===== src/rtl/countdown_ctrl.sv =====
// Countdown controller: launches a requested number of runs on an external down-counter
// and polices the start/ready handshake, the per-cycle step and each run's duration.
module countdown_ctrl #(
  parameter int unsigned TIMEOUT = 40,
  parameter int unsigned ACK_MAX = 2
) (
  input  logic       clk,
  input  logic       rst,
  input  logic       go,
  input  logic [3:0] runs,
  input  logic       clr,
  input  logic       cnt_ready,
  input  logic [4:0] cnt_q,
  output logic       cnt_start,
  output logic       busy,
  output logic       done,
  output logic [3:0] runs_done,
  output logic       err,
  output logic [1:0] err_code
);

  localparam int unsigned WdW  = $clog2(TIMEOUT + 1);
  localparam int unsigned AckW = $clog2(ACK_MAX + 1);
  localparam logic [WdW-1:0]  WdLast  = WdW'(TIMEOUT - 1);
  localparam logic [AckW-1:0] AckLast = AckW'(ACK_MAX - 1);

  localparam logic [1:0] CodeNoAck   = 2'd1;
  localparam logic [1:0] CodeSeq     = 2'd2;
  localparam logic [1:0] CodeTimeout = 2'd3;

  typedef enum logic [2:0] {StIdle, StLaunch, StWaitAck, StRun, StErr} state_e;

  state_e          state;
  logic [3:0]      runs_cap;
  logic [4:0]      prev_q;
  logic [WdW-1:0]  wdog;
  logic [AckW-1:0] ack_cnt;

  logic            step_ok;
  logic            wd_hit;
  logic [3:0]      rd_next;
  logic [1:0]      fault;

  // Fault detection per state; a sequence error outranks a watchdog expiry.
  always_comb begin
    step_ok = (prev_q != 5'd0) && (cnt_q == prev_q - 5'd1);
    wd_hit  = (wdog == WdLast);
    rd_next = (runs_done == 4'hF) ? 4'hF : runs_done + 4'd1;
    fault   = 2'd0;
    case (state)
      StLaunch: begin
        if (wd_hit) fault = CodeTimeout;
      end
      StWaitAck: begin
        if (cnt_ready && (ack_cnt == AckLast)) fault = CodeNoAck;
        else if (wd_hit)                       fault = CodeTimeout;
      end
      StRun: begin
        if (cnt_ready ? (cnt_q != 5'd0) : !step_ok) fault = CodeSeq;
        else if (wd_hit)                            fault = CodeTimeout;
      end
      default: fault = 2'd0;
    endcase
  end

  always_ff @(posedge clk or negedge rst) begin
    if (!rst) begin
      state     <= StIdle;
      cnt_start <= 1'b0;
      busy      <= 1'b0;
      done      <= 1'b0;
      runs_done <= 4'd0;
      err       <= 1'b0;
      err_code  <= 2'd0;
      runs_cap  <= 4'd0;
      prev_q    <= 5'd0;
      wdog      <= '0;
      ack_cnt   <= '0;
    end else begin
      cnt_start <= 1'b0;
      done      <= 1'b0;
      if (clr) begin
        state    <= StIdle;
        busy     <= 1'b0;
        err      <= 1'b0;
        err_code <= 2'd0;
        wdog     <= '0;
        ack_cnt  <= '0;
      end else if (fault != 2'd0) begin
        state    <= StErr;
        busy     <= 1'b0;
        err      <= 1'b1;
        err_code <= fault;
      end else begin
        case (state)
          StIdle: begin
            // A go during the done pulse is ignored so commands never overlap.
            if (go && cnt_ready && !done) begin
              runs_done <= 4'd0;
              if (runs == 4'd0) begin
                done <= 1'b1;
              end else begin
                runs_cap  <= runs;
                cnt_start <= 1'b1;
                busy      <= 1'b1;
                wdog      <= '0;
                state     <= StLaunch;
              end
            end
          end
          StLaunch: begin
            wdog    <= wdog + WdW'(1);
            ack_cnt <= '0;
            state   <= StWaitAck;
          end
          StWaitAck: begin
            wdog <= wdog + WdW'(1);
            if (!cnt_ready) begin
              prev_q <= cnt_q;
              state  <= StRun;
            end else begin
              ack_cnt <= ack_cnt + AckW'(1);
            end
          end
          StRun: begin
            if (cnt_ready) begin
              runs_done <= rd_next;
              if (rd_next == runs_cap) begin
                done  <= 1'b1;
                busy  <= 1'b0;
                state <= StIdle;
              end else begin
                cnt_start <= 1'b1;
                wdog      <= '0;
                state     <= StLaunch;
              end
            end else begin
              prev_q <= cnt_q;
              wdog   <= wdog + WdW'(1);
            end
          end
          StErr:   state <= StErr;
          default: state <= StIdle;
        endcase
      end
    end
  end

endmodule


===== config.mk =====
export PLATFORM = sky130hd
export DESIGN_NAME = countdown_ctrl
export DESIGN_NICKNAME = d
export VERILOG_FILES = /design/src/rtl/countdown_ctrl.sv
export SDC_FILE = /design/constraint.sdc
export NUM_CORES = 1
export LEC_CHECK = 0
export ABC_CLOCK_PERIOD_IN_PS = 2700
export CAP_MARGIN = 20
export CORE_ASPECT_RATIO = 0.75
export CORE_MARGIN = 3
export CORE_UTILIZATION = 30
export CTS_CLUSTER_DIAMETER = 30
export DETAILED_ROUTE_END_ITERATION = 6
export PLACE_DENSITY = 0.59
export SYNTH_ARGS = -nofsm -noshare
export SYNTH_HDL_FRONTEND = slang
export SYNTH_SLANG_ARGS = --single-unit

===== constraint.sdc =====
create_clock -name clk -period 2.7 [get_ports clk]
set_input_delay 0.81 -clock clk [delete_from_list [all_inputs] [get_ports clk]]
set_output_delay 0.81 -clock clk [all_outputs]
set_load 0.005 [all_outputs]

==> metrics.md <==
| Metric | Value |
|---|---|
| Arr. time, crit path | 2.81 ns |
| Comb power frac | 26.4% |
| WL/cell | 13.8 um |
| Final period util | 97.7% |
| Core box area | 5950 um2 |
| Total Routing Usage GR | 13.3% |
| Clk pwr share | 36.7% |
| Cell variety after synth | 50 |
| WP data required | 2.88 ns |
| Synth warnings | 0 |
| PwrDens | 620 nW/um2 |
| Met2 GRT Util | 18.8% |
| Skew-Pair Late Insertion Delay | 0.29 ns |
| Ant diodes | 0 |
| Area delta synth->final | 34.4% |
| CTS tree | built |
| Final Skew | 0.00751 ns |
| Vias | 1701 |
| Sw Share | 29.4% |
| Initial core utilization | 31.6% |
| Fin. max-slew vios | 0 |
| Sequential element share of the synthesized area | 39.9% |
| Relative slew slack | 61.2% |
| Flop pwr share | 37.0% |
| CP Class | in -> reg |
| Tmin final | 2.64 ns |
| GRT overflow | 0 |
| Fmax | 379 MHz |
| Global-route wire length before repair | 7.80 mm |
| Syn Area/Cell | 9.09 um2 |
| Setup TNS | 0 ns |
| Routed wire length | 4.55 mm |
| Share of cells above drive strength 1 | 20.2% |
| Inserted Clock Buffers | 5 |
| Die ar. | 7270 um2 |
| Post-Syn Instances | 207 |
| CTS clk-pin slew, worst paths | 0.07 ns |
| Main flop type after synthesis | dfrtp_1 |
| Setup WS post-layout | 0.0618 ns |
| Num ports | 24 |
| Setup crit end kind | flip-flop |
| Hold Crit Class | reg -> reg |
| Max incr delay on CP | 0.49 ns |
| CTS H-Tree Depth | 2 |
| P_int | 0.00111 W |
| Via-to-Cell Ratio | 5.15 |
| Asr flop ratio synth | 100% |
| FP Rows | 24 |
| P_sw | 0.000462 W |
| Max_cap viols | 0 |
| Iter 0 DRT Violations | 145 |
| CTS Buffer Depth | 2 |
| Final Hold Fails | 0 |
| CTS root buf | clkbuf_8 |
| Worst Path Max Fanout | 4 |
| Pin count of the biggest net entering global routing | 31 |
| Peak VDD IR | 0.228 mV |
| Fin util | 42.5% |
| Commonest cells after routing, fill and taps aside | dfrtp_1, nand2_1, clkdlybuf4s50_1, buf_4, nor2_1 |
| Post-synth EDFFs | 0 |
| Width of the die | 97.5 um |
| CP bufs+invs | 2 |
| Crit-path cells | clkdlybuf4s50_1 > nor4_2 > buf_4 > a21oi_1 > a311o_1 > o211ai_4 > and3_4 > mux2_1 |
| Final Setup Violations | 0 |
| Antenna violations before repair | 0 |
| Worst Setup Start Kind | input pin |
| DRC Markers | 0 |
| Die Ht | 74.6 um |
| CP max stage cell | clkdlybuf4s50_1 |
| Met3 Use GR | 3.37% |
| Clock Sinks | 30 |
| Vias in the first global route | 1590 |
| Most common cell after layout, fill and taps aside | dfrtp_1 |
| Mapped cell area | 1880 um2 |
| Post-placement setup slack | -0.352 ns |
| Drt pass-1 iters | 4 |
| #FFs+latches synth | 30 |
| Gr busiest metal | met1 |
| Syn_nets | 225 |
| Worst-Margin Slew | 0.578 ns |
| Pwr Total | 0.00157 W |
| Hpwl dp | 3.35 mm |
| Outcome | completed |
| Top Family by Delay on Critical Path | buffers and inverters |
| Gp weighted congestion | 0.816 |
| Met1 GRT Util | 20.2% |
| Port Buf Inserts | 23 |
| Static leakage | 1.15 nW |
| Nets | 269 |
| Antenna Violating Nets Remaining | 0 |
-- cell usage after synthesis (2+ instances only) --
cell | count | area, um2
a31oi_1 | 5 | 31.3
buf_2 | 2 | 10.0
nor3_1 | 4 | 20.0
dfrtp_1 | 30 | 751
clkbuf_1 | 4 | 15.0
a22o_1 | 2 | 17.5
inv_1 | 10 | 37.5
a21oi_1 | 16 | 80.1
nand2b_1 | 6 | 37.5
ha_1 | 4 | 50.1
and2_1 | 2 | 12.5
and3_1 | 3 | 18.8
a21o_1 | 3 | 22.5
nor2b_1 | 6 | 37.5
xor2_1 | 2 | 17.5
mux2_1 | 2 | 22.5
o211a_1 | 3 | 30.0
nand3_1 | 9 | 45.0
nand4_1 | 2 | 12.5
xnor2_1 | 6 | 52.6
nor4_1 | 5 | 31.3
a41oi_1 | 2 | 17.5
nor2_1 | 17 | 63.8
nand2_1 | 21 | 78.8
or2_2 | 3 | 18.8
mux2_2 | 7 | 78.8
o21ai_0 | 8 | 40.0
-- final timing paths --
path	from	end	slack [ns]	cells past startpoint
setup / recovery	cnt_q[3]	runs_done[1]	0.06	8
hold / removal	wdog[0]	wdog[0]	0.52	1
setup reg to reg	prev_q[0]	runs_done[1]	0.45	8
hold reg to reg	wdog[0]	wdog[0]	0.52	1
max in group asynchronous	rst	wdog[3]	1.49	2
min in group asynchronous	rst	runs_done[0]	0.92	2
-- flip-flops by register name, indices dropped and copies added, names as in the netlist, 2 cells and up --
| register | count |
|---|---|
| runs_done | 4 |
| wdog | 6 |
| prev_q | 5 |
| err_code | 2 |
| state | 3 |
| ack_cnt | 2 |
| runs_cap | 4 |
-- cell type report --
type	count	area [um2]
clock inverter	2	60.1
fill	594	3420
sequential	30	751
multi-input combinational	161	1110
timing repair buffer	43	388
inverter	10	37.5
clock buffer	6	82.6
tap	78	97.6
-- power groups by stage --
stage | sequential (W) | combinational (W) | clock, W
6_report | 0.000580 | 0.000414 | 0.000575
5_1_grt | 0.000591 | 0.000464 | 0.000599
3_3_place_gp | 0.000584 | 0.000383 | 0
2_1_floorplan | 0.000564 | 0.000285 | 0
3_5_place_dp | 0.000587 | 0.000384 | 0
4_1_cts | 0.000578 | 0.000390 | 0.000583
-- worst register-to-register path, delay by kind of cell, from the launching register on --
kind | cells | cell delay (ns)
fa+ha+maj | 1 | 0.30
simple gates | 2 | 0.41
xor+xnor | 1 | 0.16
buf+inv | 1 | 0.07
flops | 1 | 0.39
compound gates | 2 | 0.50
mux | 1 | 0.31
-- what timing repair did --
action,in CTS,in global routing
setup endpoints to repair,5,13
pin swaps,2,6
gates resized for setup,1,9
gates cloned,0,0
hold buffers,0,0
setup buffers,1,1
-- kinds of logic (layout without fill, tap and decap cells) --
family / after synthesis / count (layout) / share of synthesized area, %
buffers and inverters: 16 / 61 / 3.32
AND/OR/NAND/NOR: 84 / 84 / 23.1
adder cells (fa/ha/maj): 4 / 4 / 2.66
XOR/XNOR: 8 / 8 / 3.72
AO/OA/AOI/OAI: 56 / 56 / 21.9
multiplexers: 9 / 9 / 5.39
flip-flops: 30 / 30 / 39.9
-- routing by layer --
metal	routed length, um	vias up
li1	-	848
met1	2410	808
met2	1880	40
met3	218	5
met4	34	0
met5	0	-
-- stage by stage --
step | area (um2) | hold slack [ns] | std cells
after floorplan | 1880 | 0.479 | 207
after global placement | 2320 | 0.506 | 320
after detailed placement | 2320 | 0.489 | 320
after CTS | 2480 | 0.525 | 329
after global routing | 2530 | 0.549 | 330
final | 2530 | 0.518 | 330
(Power assumes the default switching activity.)
